==> src/rtl/uart_pkg.sv <==
// Shared definitions for the UART transmit path: character width and the
// transmit-buffer control FSM encoding.
package uart_pkg;

    localparam int UART_CW = 8;

    typedef enum logic {
        S_IDLE = 1'b0,
        S_WAIT = 1'b1
    } tx_state_e;

endpackage

==> src/rtl/sync_fifo.sv <==
// Single-clock FIFO with occupancy count and a flush that empties it at the
// next edge. DEPTH must be a power of two so the pointers wrap for free.
module sync_fifo #(
    parameter int DEPTH = 8,
    parameter int W     = 8,
    localparam int AW   = $clog2(DEPTH)
) (
    input  logic         clk,
    input  logic         rst,
    input  logic         push,
    input  logic         pop,
    input  logic         flush,
    input  logic [W-1:0] wdata,
    output logic [W-1:0] rdata,
    output logic [AW:0]  cnt,
    output logic         empty,
    output logic         full
);

    localparam logic [AW-1:0] PTR_ONE  = AW'(1);
    localparam logic [AW:0]   CNT_ONE  = (AW + 1)'(1);
    localparam logic [AW:0]   FULL_CNT = (AW + 1)'(DEPTH);

    logic [W-1:0]  mem [DEPTH];
    logic [AW-1:0] wr_ptr;
    logic [AW-1:0] rd_ptr;
    logic          do_push;
    logic          do_pop;

    // Guarding here as well keeps cnt in 0..DEPTH whatever the caller does.
    assign do_push = push & ~full;
    assign do_pop  = pop & ~empty;

    assign empty = (cnt == '0);
    assign full  = (cnt == FULL_CNT);
    assign rdata = mem[rd_ptr];

    // NOTE: storage is deliberately left out of reset; a slot is always
    // written before cnt lets anyone read it, so resetting it buys nothing.
    always_ff @(posedge clk) begin
        if (do_push) begin
            mem[wr_ptr] <= wdata;
        end
    end

    // NOTE: sequential state uses non-blocking assignments so every register
    // samples pre-edge values, independent of statement order.
    always_ff @(posedge clk) begin
        if (rst || flush) begin
            wr_ptr <= '0;
            rd_ptr <= '0;
            cnt    <= '0;
        end else begin
            if (do_push) begin
                wr_ptr <= wr_ptr + PTR_ONE;
            end
            if (do_pop) begin
                rd_ptr <= rd_ptr + PTR_ONE;
            end
            case ({do_push, do_pop})
                2'b10:   cnt <= cnt + CNT_ONE;
                2'b01:   cnt <= cnt - CNT_ONE;
                default: cnt <= cnt;
            endcase
        end
    end

endmodule

==> src/rtl/uart_tx_buf.sv <==
// Character buffer in front of a UART transmitter: queues upstream characters
// and hands them out one at a time, waiting for tx_done between frames.
module uart_tx_buf
    import uart_pkg::*;
#(
    parameter int DEPTH = 8,
    parameter int CW    = UART_CW
) (
    input  logic                     clk,
    input  logic                     rst,
    input  logic                     flush,
    input  logic                     in_vld,
    output logic                     in_rdy,
    input  logic [CW-1:0]            in_ch,
    output logic                     tx_ch_vld,
    output logic [CW-1:0]            tx_ch,
    input  logic                     tx_done,
    output logic [$clog2(DEPTH):0]   cnt,
    output logic                     empty,
    output logic                     full,
    output logic                     busy
);

    tx_state_e     state;
    tx_state_e     state_nxt;
    logic          pop;
    logic [CW-1:0] fifo_rdata;

    assign in_rdy = ~full;
    assign busy   = (state == S_WAIT);

    sync_fifo #(
        .DEPTH (DEPTH),
        .W     (CW)
    ) u_fifo (
        .clk   (clk),
        .rst   (rst),
        .push  (in_vld & in_rdy),
        .pop   (pop),
        .flush (flush),
        .wdata (in_ch),
        .rdata (fifo_rdata),
        .cnt   (cnt),
        .empty (empty),
        .full  (full)
    );

    // NOTE: every output of this block gets a default first, so no path
    // through the case statement can leave a latch behind.
    always_comb begin
        state_nxt = state;
        pop       = 1'b0;
        case (state)
            S_IDLE: begin
                // A flush wins over a pop: nothing is started from a buffer
                // that is being emptied this very edge.
                if (!empty && !flush) begin
                    pop       = 1'b1;
                    state_nxt = S_WAIT;
                end
            end
            S_WAIT: begin
                if (tx_done) begin
                    state_nxt = S_IDLE;
                end
            end
            default: state_nxt = S_IDLE;
        endcase
    end

    always_ff @(posedge clk) begin
        if (rst) begin
            state     <= S_IDLE;
            tx_ch_vld <= 1'b0;
            tx_ch     <= '0;
        end else begin
            state     <= state_nxt;
            tx_ch_vld <= pop;
            if (pop) begin
                tx_ch <= fifo_rdata;
            end
        end
    end

endmodule
==> config.mk <==
export PLATFORM = sky130hd
export DESIGN_NAME = uart_tx_buf
export DESIGN_NICKNAME = d
export VERILOG_FILES = /design/src/rtl/uart_pkg.sv /design/src/rtl/sync_fifo.sv /design/src/rtl/uart_tx_buf.sv
export SDC_FILE = /design/constraint.sdc
export NUM_CORES = 1
export LEC_CHECK = 0
export CORE_ASPECT_RATIO = 2
export CORE_UTILIZATION = 57
export CTS_CLUSTER_SIZE = 25
export DETAILED_ROUTE_END_ITERATION = 12
export PLACE_DENSITY = 0.79
export SLEW_MARGIN = 20
export SYNTH_ARGS = -nofsm -noshare
export SYNTH_HDL_FRONTEND = slang
export SYNTH_SLANG_ARGS = --single-unit
==> constraint.sdc <==
create_clock -name clk -period 3.2 [get_ports clk]
set_input_delay 0.64 -clock clk [delete_from_list [all_inputs] [get_ports clk]]
set_output_delay 0.64 -clock clk [all_outputs]
set_load 0.005 [all_outputs]
==> metrics.yaml, run 1 <==
status:
  outcome: "completed"
worst_setup_path:
  critical_path_class: "flop to output pin"
  cp_cell_sequence: "or4b_1 > inv_1 > clkdlybuf4s50_1"
  required_ns: 2.56
  slowest_stage: "or4b_1"
  worstSetupStartpointType: "flop"
  max_stage_delay_ns: 0.74
  rrSetupSlack_ns: 0.59
  cp_top_family: "simple AND/OR/NAND/NOR gates"
  crit_fanout: 8
  path_buf_inv: 2
  crit_arrival_ns: 2.07
  end_kind: "output pin"
global_route:
  grt_max_degree: 19
  track_usage_pct: 22.0
  grt_pass1_vias: 1895
  antenna_found_initial: 0
  grt_overflow: 0
  grt_pass1_wl_um: 9630
synthesis:
  syn_avg_cell_area_sq_um: 16.9
  ys_warn_count: 0
  syn-num-nets: 218
  synth_area_sq_um: 3390
  synth_cell_type_count: 38
  ys_seq_elements: 84
  syn_inst: 200
  yosysSeqAreaShare_pct: 68.6
sta:
  final_hold_viol_count: 0
  holdWs_ns: 0.501
  max_freq_mhz: 369
  finalMaxSlewViolations: 0
  min_period_over_period_pct: 84.6
  setup_tns_ns: 0
  finClkSkew_ns: 0.00508
  finalCriticalPeriod_ns: 2.71
  rsz0062_at_grt: "false"
  setup_violations: 0
  tightest_slew_ns: 0.831
  slew_headroom_pct: 44.5
floorplan:
  die_w_um: 56.5
  io_pins: 30
  initial_core_util_pct: 59.3
  core.rowCount: 39
  die_h_um: 111
  dieArea_sq_um: 6270
  core_sq_um: 5710
power:
  max-vdd-ir-drop_v: 0.000561
  p_leak_uw: 0.00134
  pwr_density_cell_nw_per_um2: 567
min_path:
  holdCritPathClass: "flop to flop"
clock_tree:
  postCtsSetupBuffers: 0
  root_buffer: "clkbuf_16"
  clockBufferDepth: 2
  numCtsBuffers: 9
  htree_levels: 3
  clock_latency_ns: 0.34
  postCtsHoldBufs: 0
  cts.sinks: 84
  path_clk_slew_ns: 0.06
  cts_tree: "yes"
  cts_resized: 0
routing:
  first_pass_iters: 4
  vias: 1819
  drtIter0Drc: 104
  drc: 0
  routedWlPerCell_um: 19.4
  routed_wl_um: 6000
  avgViaCountPerCell: 5.89
  ant_nets: 0
finish:
  antennaDiodeCount: 0
  drive_above_1_share_pct: 26.2
  final_common_cell: "edfxtp_1"
  final_nets: 261
  layout_common_cells: "64 x edfxtp_1, 29 x clkdlybuf4s50_1, 20 x dfxtp_1"
  area_growth_pct: 19.1
  num-fill-cells: 359
place:
  portBuffers: 29
  gp_congestion: 0.759
  hpwl_um: 3970
run:
  maxCapViolations: 0
-- cell type report --
class	count	area (sq um)	area share (%)
Sequential cell	84	2320	57.6
Tap cell	61	76.3	1.89
Clock inverter	7	42.5	1.05
Clock buffer	9	225	5.58
Timing Repair Buffer	40	373	9.25
Inverter	5	18.8	0.465
Multi-Input combinational cell	103	975	24.2
-- worst register-to-register path: cells and delay by family (launching register included) --
kind	cells	cell delay (ns)
fa+ha+maj	2	0.42
compound gates	2	0.18
flops	1	0.39
simple gates	3	1.22
xor+xnor	2	0.34
-- synthesized netlist by cell type, drive strengths merged --
cell | count | area, sq um
a211oi | 1 | 7.51
edfxtp | 64 | 1920
xor2 | 5 | 43.8
xnor2 | 2 | 17.5
buf | 5 | 58.8
inv | 5 | 18.8
a2111oi | 1 | 8.76
nand2b | 5 | 31.3
mux2i | 1 | 10.0
o21ai | 2 | 10.0
dfxtp | 20 | 400
nand3b | 1 | 7.51
mux4 | 16 | 364
or3 | 2 | 12.5
nor3 | 12 | 100
ha | 5 | 62.6
nor2 | 19 | 91.3
or4b | 1 | 10.0
a21oi | 6 | 33.8
nand4b | 1 | 8.76
o22ai | 8 | 50.1
nand2 | 6 | 41.3
or4 | 1 | 11.3
nor4 | 1 | 6.26
clkbuf | 3 | 12.5
or2 | 1 | 6.26
nand3 | 6 | 40.0
-- metrics by stage --
step / power (uW) / cells / util [%] / instance area [sq um] / worst slack [ns]
CTS: 2310 / 309 / 70.6 / 4030 / 0.471
global placement: 1390 / 293 / 65.9 / 3760 / 0.520
floorplan: 1320 / 200 / - / 3390 / 0.711
global route: 2370 / 309 / 70.6 / 4030 / 0.393
finish: 2290 / 309 / 70.6 / 4030 / 0.491
detailed placement: 1390 / 293 / 65.9 / 3760 / 0.466
-- power by group --
group	internal [uW]	switching (uW)
combinational	80.0	75.3
clock	520	400
sequential	1200	14.8
-- kinds of logic after synthesis --
family / share of synthesized area (%)
flip-flops: 68.6
AND/OR/NAND/NOR: 10.8
AO/OA/AOI/OAI: 3.25
multiplexers: 11.0
buffers and inverters: 2.66
XOR/XNOR: 1.81
adder cells (fa/ha/maj): 1.85
-- state kept, by name (all words and copies together), names as in the netlist --
signal         flops
u_fifo.mem        64
u_fifo.cnt         4
busy               1
u_fifo.wr_ptr      3
tx_ch              8
tx_ch_vld          1
u_fifo.rd_ptr      3
-- per-layer routing --
| layer | routed length (um) | share of wire (%) | vias up | GRT usage [%] |
|---|---|---|---|---|
| met5 | 0 | 0 | - | 0 |
| met4 | 147 | 2.4 | 0 | 11.7 |
| met3 | 179 | 3.0 | 13 | 6.65 |
| met2 | 3380 | 56 | 42 | 37.3 |
| met1 | 2290 | 38 | 902 | 24.1 |
| li1 | - | - | 862 | - |
-- worst paths after layout --
check,startpoint,end,depth (start not counted)
worst max-delay path,u_fifo.cnt[0]$_SDFFE_PP0P_,full,3
worst min register to register,busy$_SDFF_PP0_,busy$_SDFF_PP0_,2
worst max register to register,u_fifo.cnt[0]$_SDFFE_PP0P_,u_fifo.cnt[2]$_SDFFE_PP0P_,9
worst min-delay path,busy$_SDFF_PP0_,busy$_SDFF_PP0_,2
Power figures use the tool's default switching activity.
==> run 2: changes to the inputs <==
--- a/config.mk
+++ b/config.mk
@@ -6,10 +6,10 @@
 export NUM_CORES = 1
 export LEC_CHECK = 0
 export CORE_ASPECT_RATIO = 2
-export CORE_UTILIZATION = 57
+export CORE_UTILIZATION = 51
 export CTS_CLUSTER_SIZE = 25
 export DETAILED_ROUTE_END_ITERATION = 12
-export PLACE_DENSITY = 0.79
+export PLACE_DENSITY = 0.75
 export SLEW_MARGIN = 20
 export SYNTH_ARGS = -nofsm -noshare
 export SYNTH_HDL_FRONTEND = slang
==> constraint.sdc (replaced) <==
create_clock -name clk -period 2.33 [get_ports clk]
set_input_delay 0.466 -clock clk [delete_from_list [all_inputs] [get_ports clk]]
set_output_delay 0.466 -clock clk [all_outputs]
set_load 0.005 [all_outputs]
==> run 2 against run 1 <==
Non-clock buffer count is 13 higher. Setup slack worse by 0.44 ns. Sequential share of layout area is 2.8 points lower. Via count is 3.4% higher. Critical path type unchanged.
==> metrics.yaml, run 2 (synthesis gave the netlist of run 1 again) <==
status:
  outcome: "completed"  # unchanged
routing:
  routedWlPerCell_um: 17.4  # was 19.4 um
  first_pass_iters: 4  # unchanged
  wl_met2_um: 3430  # was 3380 um
  avgViaCountPerCell: 5.42  # was 5.89
  top_layer: "met4"  # unchanged
  drtIter0Drc: 110  # was 104
  routed_wl_um: 6050  # was 6000 um
  vias: 1881  # was 1819
  dr_wl_met3_um: 175  # was 179 um
  drt-met1-wl_um: 2250  # was 2290 um
  drc: 0  # unchanged
  ant_nets: 0  # unchanged
place:
  gp_congestion: 0.733  # was 0.759
  hpwl_um: 4000  # was 3970 um
  portBuffers: 29  # unchanged
  pre_cts_ws_ns: -0.109  # was 0.466 ns
sta:
  tightest_slew_ns: 0.349  # was 0.831 ns
  slew_headroom_pct: 76.7  # was 44.5%
  final_hold_viol_count: 0  # unchanged
  rsz0062_at_grt: "true"  # was false
  setup_violations: 0  # unchanged
  finalCriticalPeriod_ns: 2.27
  holdWs_ns: 0.490  # was 0.501 ns
  min_period_over_period_pct: 97.6
  finClkSkew_ns: 0.00408  # was 0.00508 ns
  fin_ws_ns: 0.0563  # was 0.491 ns
  max_freq_mhz: 440
  finalMaxSlewViolations: 0  # unchanged
clock_tree:
  htree_levels: 3  # unchanged
  clockBufferDepth: 2  # unchanged
  clock_latency_ns: 0.33  # was 0.34 ns
  postCtsHoldBufs: 0  # unchanged
  cts_tree: "yes"  # unchanged
  cts.sinks: 84  # unchanged
  numCtsBuffers: 9  # unchanged
  path_clk_slew_ns: 0.06  # about the same
  root_buffer: "clkbuf_16"  # unchanged
worst_setup_path:
  crit_arrival_ns: 1.81  # was 2.07 ns
  rrSetupSlack_ns: 0.08  # was 0.59 ns
  crit_fanout: 5  # was 8
  timing.rr.start: "u_fifo.cnt[2]$_SDFFE_PP0P_"  # was u_fifo.cnt[0]$_SDFFE_PP0P_
  worstSetupStartpointType: "flop"  # unchanged
  required_ns: 1.86  # was 2.56 ns
  critical_path_class: "flop to output pin"  # unchanged
  end_kind: "output pin"  # unchanged
  cp-startpoint: "u_fifo.cnt[1]$_SDFFE_PP0P_"  # was u_fifo.cnt[0]$_SDFFE_PP0P_
min_path:
  holdCritPathClass: "flop to flop"  # unchanged
  min_from: "busy$_SDFF_PP0_"  # unchanged
finish:
  drive_above_1_share_pct: 33.0  # was 26.2%
  final_common_cell: "edfxtp_1"  # unchanged
  multi_input_area_sq_um: 1030  # was 975 sq um
  largestRegisters: "u_fifo.mem (64), tx_ch (8), u_fifo.cnt (4)"  # unchanged
  largest_register_ff_count: 64  # unchanged
  antennaDiodeCount: 0  # unchanged
  final_nets: 274  # was 261
  layout_common_cells: "64 x edfxtp_1, 29 x clkdlybuf4s50_1, 23 x buf_4"  # was 64 x edfxtp_1, 29 x clkdlybuf4s50_1, 20 x dfxtp_1
  fin_util_pct: 66.8  # was 70.6%
  area_growth_pct: 25.4  # was 19.1%
  max_flop_register: "u_fifo.mem"  # unchanged
  num-fill-cells: 483  # was 359
  seq_area_sq_um: 2330  # was 2320 sq um
power:
  p_comb_share_pct: 7.5  # was 6.8%
  clkPwrFrac_pct: 41.1  # was 40.2%
  p_leak_uw: 0.00143  # was 0.00134 uW
  pwr_density_cell_nw_per_um2: 761  # was 567 nW/um^2
  max-vdd-ir-drop_v: 0.000820  # was 0.000561 V
  p_switching_uw: 653  # was 490 uW
  switching_share_pct: 20.2  # was 21.4%
  intPower_uw: 2580  # was 1800 uW
  seq_power_share_pct: 51.4  # was 53.0%
floorplan:
  die_w_um: 59.6  # was 56.5 um
  die_h_um: 117  # was 111 um
  dieArea_sq_um: 6990  # was 6270 sq um
  core_sq_um: 6360  # was 5710 sq um
  io_pins: 30  # unchanged
  initial_core_util_pct: 53.2  # was 59.3%
  core.rowCount: 41  # was 39
global_route:
  antenna_found_initial: 0  # unchanged
  grt_overflow: 0  # unchanged
  grt_pass1_vias: 1822  # was 1895
  track_usage_pct: 20.1  # was 22.0%
  grt_pass1_wl_um: 9320  # was 9630 um
  grt_max_degree: 19  # unchanged
run:
  maxCapViolations: 0  # unchanged
==> run 2: worst paths after layout <==
kind / end / depth (start not counted)
setup / recovery: empty / 3
hold / removal: busy$_SDFF_PP0_ / 2
hold reg to reg: busy$_SDFF_PP0_ / 2
setup reg to reg: u_fifo.cnt[2]$_SDFFE_PP0P_ / 10
==> run 2: repair_timing <==
item / in CTS / in global routing
endpoints found under the setup margin: 2 / 3
gates cloned: 0 / 0
pin swaps: 1 / 2
setup buffers: 1 / 1
hold endpoints to repair: 0 / 0
resized for setup: 1 / 6
==> run 2: final cells by class <==
cell class / instances / share of cell area [%]
multi-input combinational: 103 / 24.2
inverter: 5 / 0.442
sequential: 84 / 54.8
clock buffer: 12 / 6.31
tap: 86 / 2.53
clock inverter: 4 / 0.501
timing repair buffer: 53 / 11.2
==> run 2: power groups by stage <==
| stage | logic, uW | registers (uW) | clock network (uW) |
|---|---|---|---|
| 2_1_floorplan | 125 | 1690 | 0 |
| 3_3_place_gp | 234 | 1690 | 0 |
| 3_5_place_dp | 238 | 1690 | 0 |
| 4_1_cts | 240 | 1660 | 1360 |
| 5_1_grt | 265 | 1660 | 1430 |
| 6_report | 241 | 1660 | 1330 |
==> run 2: per-stage QoR <==
stage | TNS (ns) | total power, uW | instances | area [sq um]
after floorplan | -0.0286 | 1820 | 200 | 3420
after global placement | -0.116 | 1920 | 330 | 3920
after detailed placement | -0.213 | 1930 | 330 | 3920
after CTS | 0 | 3260 | 346 | 4210
after global routing | -0.0127 | 3360 | 347 | 4250
final | 0 | 3230 | 347 | 4250
==> run 2: per-layer routing <==
| metal | vias up | track usage [%] |
|---|---|---|
| li1 | 889 | - |
| met1 | 928 | 20.4 |
| met2 | 50 | 35.4 |
| met3 | 14 | 4.29 |
| met4 | 0 | 14.4 |
| met5 | - | 0 |
==> run 2: critical path: stages (launching register included) <==
cell and delay [ns]:
dfxtp_2 0.32, or4_4 0.59, inv_1 0.08, clkdlybuf4s50_1 0.49
